**config.mk**
```make
export PLATFORM = sky130hd
export DESIGN_NAME = mem_guard
export DESIGN_NICKNAME = d
export VERILOG_FILES = /design/src/rtl/mem_guard.sv
export SDC_FILE = /design/constraint.sdc
export NUM_CORES = 1
export LEC_CHECK = 0
export CORE_UTILIZATION = 50
export DETAILED_ROUTE_END_ITERATION = 6
export GPL_TIMING_DRIVEN = 0
export PLACE_DENSITY = 0.84
export SYNTH_ARGS = -nofsm -noshare
export SYNTH_HDL_FRONTEND = slang
export SYNTH_SLANG_ARGS = --single-unit
```
**constraint.sdc**
```tcl
create_clock -name clock -period 4.85 [get_ports clock]
set_clock_uncertainty 0.2 [all_clocks]
set_input_delay 0.7275 -clock clock [delete_from_list [all_inputs] [get_ports clock]]
set_output_delay 0.7275 -clock clock [all_outputs]
set_load 0.005 [all_outputs]
```
**src/rtl/mem_guard.sv**
```systemverilog
// Memory access guard: latches a request, runs it past the PMP checker, then the bus.
// Optional macro BUS_TIMEOUT_EN aborts a bus access after TIMEOUT_CYCLES wait cycles.
//
// state  | meaning
// IDLE   | no request in flight; accepts mem_valid or drains the pending entry
// CHECK  | req_* presented to PMP for one cycle
// ACCESS | bus_valid held until bus_ready (or timeout when enabled)
// DONE   | one-cycle mem_ready with read data
// FAULT  | one-cycle mem_ready with mem_error, data forced to zero
module mem_guard #(
  parameter int TIMEOUT_CYCLES = 256
) (
  input  logic        clock,
  input  logic        reset,
  input  logic        mem_valid,
  input  logic        mem_instr,
  input  logic [1:0]  mem_mode,
  input  logic [31:0] mem_addr,
  input  logic [31:0] mem_wdata,
  input  logic [3:0]  mem_wstrb,
  output logic        mem_ready,
  output logic [31:0] mem_rdata,
  output logic        mem_error,
  output logic        req_instr,
  output logic [1:0]  req_mode,
  output logic [31:0] req_addr,
  output logic [31:0] req_wdata,
  output logic [3:0]  req_wstrb,
  output logic        pmp_valid,
  input  logic        pmp_error,
  output logic        bus_valid,
  input  logic        bus_ready,
  input  logic [31:0] bus_rdata,
  output logic        overflow
);

  typedef enum logic [2:0] {
    S_IDLE   = 3'd0,
    S_CHECK  = 3'd1,
    S_ACCESS = 3'd2,
    S_DONE   = 3'd3,
    S_FAULT  = 3'd4
  } state_t;

  typedef struct packed {
    logic        instr;
    logic [1:0]  mode;
    logic [31:0] addr;
    logic [31:0] wdata;
    logic [3:0]  wstrb;
  } req_t;

  state_t      state_q, state_d;
  req_t        mem_req, req_q, pend_q, req_next;
  logic        pend_valid_q, overflow_q;
  logic [31:0] rdata_q;

  logic        in_exit;
  logic        new_direct;
  logic        pend_take;
  logic        pend_cap;
  logic        req_drop;
  logic        req_load;
  logic        timeout_hit;

  assign mem_req = {mem_instr, mem_mode, mem_addr, mem_wdata, mem_wstrb};

  // The pending entry drains whenever the FSM can start a new CHECK; a strobe in that
  // same cycle refills the buffer instead of being dropped.
  assign in_exit    = (state_q == S_DONE) || (state_q == S_FAULT);
  assign pend_take  = pend_valid_q && (in_exit || (state_q == S_IDLE));
  assign new_direct = mem_valid && (state_q == S_IDLE) && !pend_valid_q;
  assign pend_cap   = mem_valid && !new_direct && (!pend_valid_q || pend_take);
  assign req_drop   = mem_valid && pend_valid_q && !pend_take;
  assign req_load   = new_direct || pend_take;
  assign req_next   = pend_take ? pend_q : mem_req;

`ifdef BUS_TIMEOUT_EN
  localparam int CNT_W = (TIMEOUT_CYCLES > 256) ? $clog2(TIMEOUT_CYCLES) : 8;
  localparam logic [CNT_W-1:0] CNT_LAST = CNT_W'(TIMEOUT_CYCLES - 1);

  logic [CNT_W-1:0] wait_cnt_q;

  always_ff @(posedge clock or negedge reset) begin
    if (!reset) begin
      wait_cnt_q <= '0;
    end else if (state_q != S_ACCESS) begin
      wait_cnt_q <= '0;
    end else begin
      wait_cnt_q <= wait_cnt_q + 1'b1;
    end
  end

  assign timeout_hit = (wait_cnt_q == CNT_LAST);
`else
  assign timeout_hit = 1'b0;
`endif

  always_ff @(posedge clock or negedge reset) begin
    if (!reset) begin
      state_q <= S_IDLE;
    end else begin
      state_q <= state_d;
    end
  end

  always_comb begin
    state_d = state_q;
    case (state_q)
      S_IDLE:   if (req_load) state_d = S_CHECK;
      S_CHECK:  state_d = pmp_error ? S_FAULT : S_ACCESS;
      S_ACCESS: begin
        // bus_ready in the final timeout cycle still completes normally
        if (bus_ready)        state_d = S_DONE;
        else if (timeout_hit) state_d = S_FAULT;
      end
      S_DONE,
      S_FAULT:  state_d = pend_valid_q ? S_CHECK : S_IDLE;
      default:  state_d = S_IDLE;
    endcase
  end

  always_comb begin
    mem_ready = 1'b0;
    mem_error = 1'b0;
    mem_rdata = '0;
    pmp_valid = 1'b0;
    bus_valid = 1'b0;
    case (state_q)
      S_CHECK:  pmp_valid = 1'b1;
      S_ACCESS: bus_valid = 1'b1;
      S_DONE: begin
        mem_ready = 1'b1;
        mem_rdata = rdata_q;
      end
      S_FAULT: begin
        mem_ready = 1'b1;
        mem_error = 1'b1;
      end
      default: ;
    endcase
  end

  always_ff @(posedge clock or negedge reset) begin
    if (!reset) begin
      req_q <= '0;
    end else if (req_load) begin
      req_q <= req_next;
    end
  end

  always_ff @(posedge clock or negedge reset) begin
    if (!reset) begin
      pend_q       <= '0;
      pend_valid_q <= 1'b0;
    end else if (pend_cap) begin
      pend_q       <= mem_req;
      pend_valid_q <= 1'b1;
    end else if (pend_take) begin
      pend_valid_q <= 1'b0;
    end
  end

  always_ff @(posedge clock or negedge reset) begin
    if (!reset) begin
      overflow_q <= 1'b0;
    end else if (req_drop) begin
      overflow_q <= 1'b1;
    end
  end

  always_ff @(posedge clock or negedge reset) begin
    if (!reset) begin
      rdata_q <= '0;
    end else if ((state_q == S_ACCESS) && bus_ready) begin
      rdata_q <= bus_rdata;
    end
  end

  assign req_instr = req_q.instr;
  assign req_mode  = req_q.mode;
  assign req_addr  = req_q.addr;
  assign req_wdata = req_q.wdata;
  assign req_wstrb = req_q.wstrb;
  assign overflow  = overflow_q;

endmodule

```
==> metrics, run 1 <==
status complete, no violations; fmax 308.7 MHz; mapped cell area 7908 um2; Worst-path clk slew 0.06 ns; Arrival @ worst endpoint 2.31 ns; GPL Wtd Cong 0.7695; Worst setup SP type flip-flop; leading area contributor after synthesis dfrtp_1; max-cap check violation count 0; Initial DRC Count 102; Worst Reg2Reg Path Length in Cells 5; Max clock buf depth 2; Resized Gates After CTS 0; Post-Syn Nets 624; Tightest Pin Transition 0.8251 ns; Post-Place Cells 943; ranking of synthesized cells by area dfrtp_1, mux2_2, mux2_1; Rows 45; crit end category output pin; CTS sink cnt 179; Ports 216; Crit Path Category flip-flop to output pin; CTS Root Cell clkbuf_16; Lkg Pwr 0.004524 uW; post-synthesis cell count 516; width of the chip 127.8 um; Die Span Y 127.8 um; Async SR Flop Fraction 100.0%; ys flop type dfrtp_1; total power 7229 uW; worst vdd ir 0.3351 mV; initial core utilization 51.63%; area added between synthesis and finish 38.56%; CTS Hold Buffers Added 0; Seq/Total Area, Yosys 56.65%; critical path's largest stage delay 0.51 ns; # diodes 0; post-synth cell types 30; via count of the first global-routing pass 5483; Avg Inst Size Synth 15.32 um2; fin. max-slew vios 0; Commonest cells post-synth mux2_2, dfrtp_1, and2_1; first-pass GRT wire length 28050 um; worst-path cell chain and3b_1 -> clkbuf_2 -> clkbuf_1 -> and2_1 -> clkdlybuf4s50_1; total congestion overflow 0; fin crit share 66.80%; DRC errors left 0; worst hold path class input port to asynchronous set/reset pin; Hold Violations, Final 0; TNS Setup 0 ns; number of flops mapped to enable cells by yosys 0; Tmin final 3.240 ns; post-route ant nets 0; fraction of layout cells with a size suffix above 1 38.09%; Yosys reg bits 179; Die Footprint 16320 um2; slew margin rel. 44.76%; input/output buffers 215; Post-DP HPWL 12540 um; H-tree depth 4; RSZ-0062 raised after global routing no; worst path required time 3.92 ns; Worst path slowest cell clkdlybuf4s50_1; Final Setup Violations 0; fin util 71.54%; placed cell area 10360 um2; TritonCTS clock tree yes; count leader, synth mux2_2; WL final 17450 um; pwr dens 659.8 nW/um2; core box area 15310 um2; Final Non-Filler Cells 975; Skew-Pair Late Insertion Delay 0.42 ns; vias 5025; highest net fanout along the worst path 10; Synth top area share 56.65%; vias per cell 5.154; fin area 10960 um2; Layout Nets 859; initial antenna violation count 0; TritonRoute pass-1 iters 4; synth warn 0; CTS buffer count 17; largest net degree at the start of global routing 105; Post-CTS Setup Inserts 0; WL/cell 17.90 um; Total GRT Usage 22.39%
[cell usage in the layout, fill, tap and decap left out, types with 6 or more instances in the layout]
cell type	netlist	routed
clkbuf_1	4	6
clkdlybuf4s50_1	0	214
dfrtp_1	179	179
buf_4	8	8
mux2_2	226	226
clkbuf_16	0	17
mux2_1	20	20
and2_1	33	33
buf_6	13	13
[metal layers]
metal / track usage (%) / share of wire [%] / vias to the layer above / routed length, um
li1: - / - / 2295 / -
met1: 27.36 / 42 / 2551 / 7309
met2: 37.98 / 50 / 154 / 8710
met3: 6.594 / 6.8 / 25 / 1179
met4: 7.543 / 1.4 / 0 / 253
met5: 0 / 0 / - / 0
[metrics by stage]
| stage | worst slack, ns | hold WS [ns] |
|---|---|---|
| detailed placement | 1.447 | 0.2654 |
| floorplan | 2.473 | 0.2319 |
| finish | 1.610 | 0.06285 |
| CTS | 1.600 | 0.08152 |
| global placement | -4.039 | 0.2572 |
| global route | 1.450 | 0.1070 |
[area by class of cell]
cell class                 instances  area (um2)
sequential                       179        4479
fill                            1008        4358
multi-input combinational        304        3169
timing repair buffer             216        2185
clock buffer                      24       501.7
tap                              211       264.0
buffer                            31       251.5
clock inverter                     8       98.84
inverter                           2       7.507
[worst paths after layout]
check,start,to,slack (ns)
setup reg to reg,state_q[1],req_wdata[22],2.26
hold / removal,reset,req_addr[31],0.06
setup / recovery,state_q[2],mem_rdata[21],1.61
max in group asynchronous,reset,pend_q[19],3.48
min in group clock,overflow,overflow,0.28
hold reg to reg,overflow,overflow,0.28
[sequential cells by signal (all words and copies together), names as in the netlist, 2 cells and up]
| signal | flops |
|---|---|
| pend_q | 71 |
| rdata_q | 32 |
| req_addr | 32 |
| req_mode | 2 |
| req_wdata | 32 |
| req_wstrb | 4 |
| state_q | 3 |
[worst max-delay path, delay by kind of cell, from the launching register on]
family,cells,cell delay [ns]
AND/OR/NAND/NOR,2,0.45
buffers and inverters,3,0.99
flip-flops,1,0.46
[power breakdown]
part           internal (uW)  switching, uW  leakage, uW
clock                    826            552     0.000292
combinational           2080           1100      0.00213
sequential              2280            390      0.00211
total                   5190           2040      0.00452
[kinds of logic after synthesis]
family	synth area share [%]
mux	35.03
flops	56.65
simple gates	4.003
buf+inv	3.275
compound gates	1.044
(Power assumes the default switching activity.)
==> inputs of run 2 (changes only) <==
CORE_UTILIZATION = 49   (was 50)
PLACE_DENSITY = 0.82   (was 0.84)
clock period = 3.1 ns   (was 4.85 ns; I/O delays follow)
==> metrics, run 2 (synthesis gave the netlist of run 1 again) <==
Initial DRC Count 114 (+12%); fmax 347.0 MHz; Worst-path clk slew 0.06 ns (about the same); Final Non-Filler Cells 981 (+0.62%); Post-Place Cells 948 (+0.53%); RSZ-0062 raised after global routing no; core box area 15830 um2 (+3.3%); final worst slack 0.2178 ns (-1.392 ns); CTS sink cnt 179 (unchanged); initial antenna violation count 0 (unchanged); vias per cell 5.091 (-1.2%); area added between synthesis and finish 39.29%; first-pass GRT wire length 27990 um (-0.20%); Die Span Y 129.0 um (+1.0%); slew margin rel. 43.35% (-1.4 points); via count of the first global-routing pass 5549 (+1.2%); total congestion overflow 0 (unchanged); worst path required time 2.43 ns (-1.49 ns); Rows 46 (+2.2%); Place WS -0.02698 ns (-1.474 ns); Worst setup SP type flip-flop; Crit Path Category flip-flop to output pin; TNS Setup 0 ns (unchanged); Post-DP HPWL 12330 um (-1.7%); highest net fanout along the worst path 10 (unchanged); Register Area 4479 um2 (unchanged); Largest register FFs 71 (unchanged); multi-input logic area 3169 um2 (unchanged); TritonCTS clock tree yes; Lkg Pwr 0.004551 uW (+0.61%); # diodes 0 (unchanged); Total GRT Usage 21.97% (-0.42 points); width of the chip 129.0 um (+1.0%); Hold Violations, Final 0 (unchanged); crit end category output pin; fraction of layout cells with a size suffix above 1 38.69% (+0.60 points); fillcell total 1059 (+5.1%); status complete, no violations; TritonRoute pass-1 iters 4 (unchanged); CTS Root Cell clkbuf_16; Tightest Pin Transition 0.8461 ns (+0.02107 ns); commonest non-fill, non-tap cells in the layout mux2_2, clkdlybuf4s50_1, dfrtp_1; Top reg by flops pend_q; Ports 216 (unchanged); Skew-Pair Late Insertion Delay 0.42 ns (about the same); input/output buffers 215 (unchanged); pwr dens 1040 nW/um2 (+58%); initial core utilization 49.96% (-1.7 points); Arrival @ worst endpoint 2.22 ns (-0.09 ns); worst hold path class flip-flop to flip-flop; Die Footprint 16650 um2 (+2.0%); max-cap check violation count 0 (unchanged); worst vdd ir 0.4544 mV (+36%); H-tree depth 4 (unchanged); GPL Wtd Cong 0.7398 (-3.9%); fin crit share 92.97%; WL final 17460 um (about the same); Tmin final 2.882 ns; DRC errors left 0 (unchanged); fin util 69.59% (-2.0 points); Final Setup Violations 0 (unchanged); CTS buffer count 17 (unchanged); fin. max-slew vios 0 (unchanged); Post-CTS Setup Inserts 0 (unchanged); Max clock buf depth 2 (unchanged); largest net degree at the start of global routing 101 (-3.8%); Layout Nets 860 (+0.12%); vias 4994 (-0.62%); post-route ant nets 0 (unchanged); WL/cell 17.79 um (-0.59%); leading cell type in the layout, fill and taps excluded mux2_2; Min Hold Slack 0.2683 ns (+0.2055 ns)
==> run 2: changes by cell type in the layout (fill, tap and decap cells not counted) <==
| cell | delta |
|---|---|
| bufinv_16 | +1 |
| clkbuf_1 | -5 |
| clkbuf_2 | +3 |
| clkinv_2 | -2 |
| clkinvlp_4 | +1 |
| dlygate4sd3_1 | +1 |
| inv_6 | +2 |
==> run 2: repair_timing <==
item                       CTS  global route
hold endpoints to repair    79             0
setup endpoints to repair    0            22
gates resized for setup      0             6
hold buffers                 1             0
==> run 2: area by class of cell <==
cell class | count | share of cell area, %
Sequential cell | 179 | 40.67
Clock inverter | 10 | 1.306
Buffer | 31 | 2.317
Tap cell | 216 | 2.454
Inverter | 2 | 0.06816
Multi-Input combinational cell | 304 | 28.77
Timing Repair Buffer | 217 | 19.93
Clock buffer | 22 | 4.487
==> run 2: critical path: stages, from the launching register on <==
cell	delay, ns
dfrtp_1	0.46
and3b_1	0.24
clkbuf_2	0.19
clkbuf_2	0.23
and2_1	0.17
clkdlybuf4s50_1	0.51
==> run 2: per-layer routing <==
layer  wire (um)  track usage [%]  vias to the layer above  share of wire [%]
li1            -                -                     2308                  -
met1        7132            26.11                     2522                 41
met2        9024            38.47                      140                 52
met3        1006            6.152                       24                5.8
met4         292            7.266                        0                1.7
met5           0                0                        -                  0
==> run 2: worst paths after layout <==
kind                       startpoint       endpoint  slack, ns  cells past startpoint
max                        state_q[2]  mem_rdata[26]       0.22                      5
min                          overflow       overflow       0.27                      1
max reg2reg                state_q[1]  req_wdata[22]       0.50                      5
min reg2reg                  overflow       overflow       0.27                      1
max in group asynchronous       reset   req_wdata[5]       1.40                      3
min in group asynchronous       reset     pend_q[54]       0.39                      2
==> run 2: power by group <==
group | internal (uW) | switching (uW)
sequential | 3570 | 609
clock | 1380 | 913
combinational | 3260 | 1730
==> run 2: stage by stage <==
stage,area (um2),power [uW]
6_report,11010,11460
5_1_grt,11010,12160
4_1_cts,11010,11590
3_5_place_dp,10360,9246
3_3_place_gp,10330,8939
2_1_floorplan,7908,7155
==> RTL change, RTL diff (settings of run 2) <==
Add a define of `BUS_TIMEOUT_EN`.
--- a/src/rtl/mem_guard.sv
+++ b/src/rtl/mem_guard.sv
@@ -9,2 +9,4 @@
 // FAULT  | one-cycle mem_ready with mem_error, data forced to zero
+`define BUS_TIMEOUT_EN
+
 module mem_guard #(
Function: no difference found for any inputs over 10 cycles, from zero or initial values and one cycle with reset low; that may be too few to reach the edited logic, so the function may still have changed.
==> RTL change against run 2 <==
Routed wire length grew 4.8%; setup slack lost 0.069 ns; via count grew 5.2%; sequential power grew 3%; sequential cell count grew 8; cell area grew 4.1%; total power grew 2.5%; synthesized area grew 6.0%; critical path type unchanged; largest cell class unchanged; largest power group unchanged.
==> RTL change: results (changes against run 2) <==
[worst_setup_path]
cp_slowest_cell = clkdlybuf4s50_1
critPathMostFrequentCell = clkbuf_2
cp_max_fo = 10  ; unchanged
crit_family = buffers and inverters
cp.arrival_ns = 2.29  ; +0.07 ns
worst_path_largest_cell_delay_ns = 0.50

[logic_synthesis]
synth_cell_type_count = 39  ; +30%
synth_top_area_cell = dfrtp_1
synthTopCellsByArea = dfrtp_1 56%, mux2_2 27%, mux2_4 5.4%, and2_1 2.6%, mux2_1 2.1%
syn_nets = 661  ; +5.9%
seq_area_frac_synth = 0.558  ; -0.00841
ys_async_sr_fraction = 1.00  ; unchanged
ys_warn_count = 0  ; unchanged
synth_common_cells = 200 x mux2_2, 187 x dfrtp_1, 35 x and2_1

[clock_network]
cts_root_buf = clkbuf_16
htreeDepth = 4  ; unchanged
numCtsBuffers = 17  ; unchanged
cts.path.max_buffers = 2  ; unchanged
clk_latency_ns = 0.43
clk_pin_slew_worst_paths_ns = 0.06  ; about the same

[final_layout]
antennaDiodeCount = 0  ; unchanged
layout-drive-gt1-share = 0.378  ; -0.00865
fin_nets = 897  ; +4.3%
largest_register_ffs = 71  ; unchanged
regMostFlops = pend_q

[detailed_routing]
drt_first_iter_violations = 215  ; +89%
wl_per_cell_um = 17.9  ; +0.72%
drt_first_pass_iters = 4  ; unchanged
num_vias = 5256  ; +5.2%

[hold_path]
worstHoldPathType = register to register

[power_and_ir_drop]
p_sw_w = 0.00336  ; +3.4%
power.leakage_nw = 4.82  ; +5.8%
ir_worst_vdd_uv = 503  ; +11%

[global_route]
antenna_found_initial = 0  ; unchanged
track_usage = 0.217  ; -0.00234
grt_max_degree = 96  ; -5.0%
grt_pass1_wl_mm = 29.8  ; +6.6%
grt_pass1_vias = 5800  ; +4.5%

[status]
outcome = finished clean

[sta]
worst_pin_slew_ns = 0.778  ; -0.0677 ns
post-route-period-util = 0.952  ; +0.0222

[placement]
place_area_um2 = 10800  ; +4.7%
dp_hpwl_mm = 12.9  ; +4.8%
numPortBuffers = 215  ; unchanged
gp_congestion = 0.805  ; +8.8%

RTL change: cell type report:
cell class / instances / area, um2
Fill cell: 1153 / 5180
Sequential cell: 187 / 4680
Multi-Input combinational cell: 327 / 3430
Timing Repair Buffer: 217 / 2190
Clock buffer: 19 / 443
Tap cell: 220 / 275
Buffer: 33 / 264
Clock inverter: 13 / 164
Inverter: 5 / 18.8
RTL change: power by group through the flow:
stage	Combinational, W	Sequential, W	Clock, W
after detailed placement	0.00523	0.00434	0
after floorplan	0.00326	0.00421	0
after CTS	0.00527	0.00432	0.00229
after global placement	0.00503	0.00424	0
after global routing	0.00558	0.00447	0.00239
final	0.00519	0.00431	0.00224
RTL change: worst paths after layout:
kind | cells after the start | slack [ns] | to | startpoint
setup / recovery | 5 | 0.15 | mem_rdata[9] | state_q[2]
hold / removal | 1 | 0.27 | overflow | overflow
setup reg to reg | 5 | 0.57 | req_wdata[18] | state_q[1]
hold reg to reg | 1 | 0.27 | overflow | overflow
max in group asynchronous | 3 | 1.38 | req_addr[19] | reset
min in group asynchronous | 2 | 0.42 | req_addr[29] | reset
RTL change: kinds of logic after synthesis:
logic type / synth area share
flip-flops: 0.558
XOR/XNOR: 0.00313
buffers and inverters: 0.0333
multiplexers: 0.344
AND/OR/NAND/NOR: 0.0448
adder cells (fa/ha/maj): 0.00149
AO/OA/AOI/OAI: 0.0155
RTL change: metrics by stage:
stage	setup slack (ns)	cells	hold slack [ns]
after floorplan	1.01	552	-0.0306
after global placement	-5.91	987	0.258
after detailed placement	0.0658	988	0.261
after CTS	0.0143	1021	0.275
after global routing	0.0325	1021	0.301
final	0.149	1021	0.269
RTL change: metal layers:
layer	routed length, um	global-route usage	vias to the layer above
met5	0	0	-
met4	316	0.0837	0
met3	1060	0.0674	28
met2	9400	0.372	148
met1	7520	0.255	2653
li1	-	-	2427
RTL change: what timing repair did:
item,in CTS,in global routing
hold buffers,1,0
setup buffers,0,0
endpoints found under the setup margin,0,28
gates resized for setup,0,6
endpoints found under the hold margin,92,0
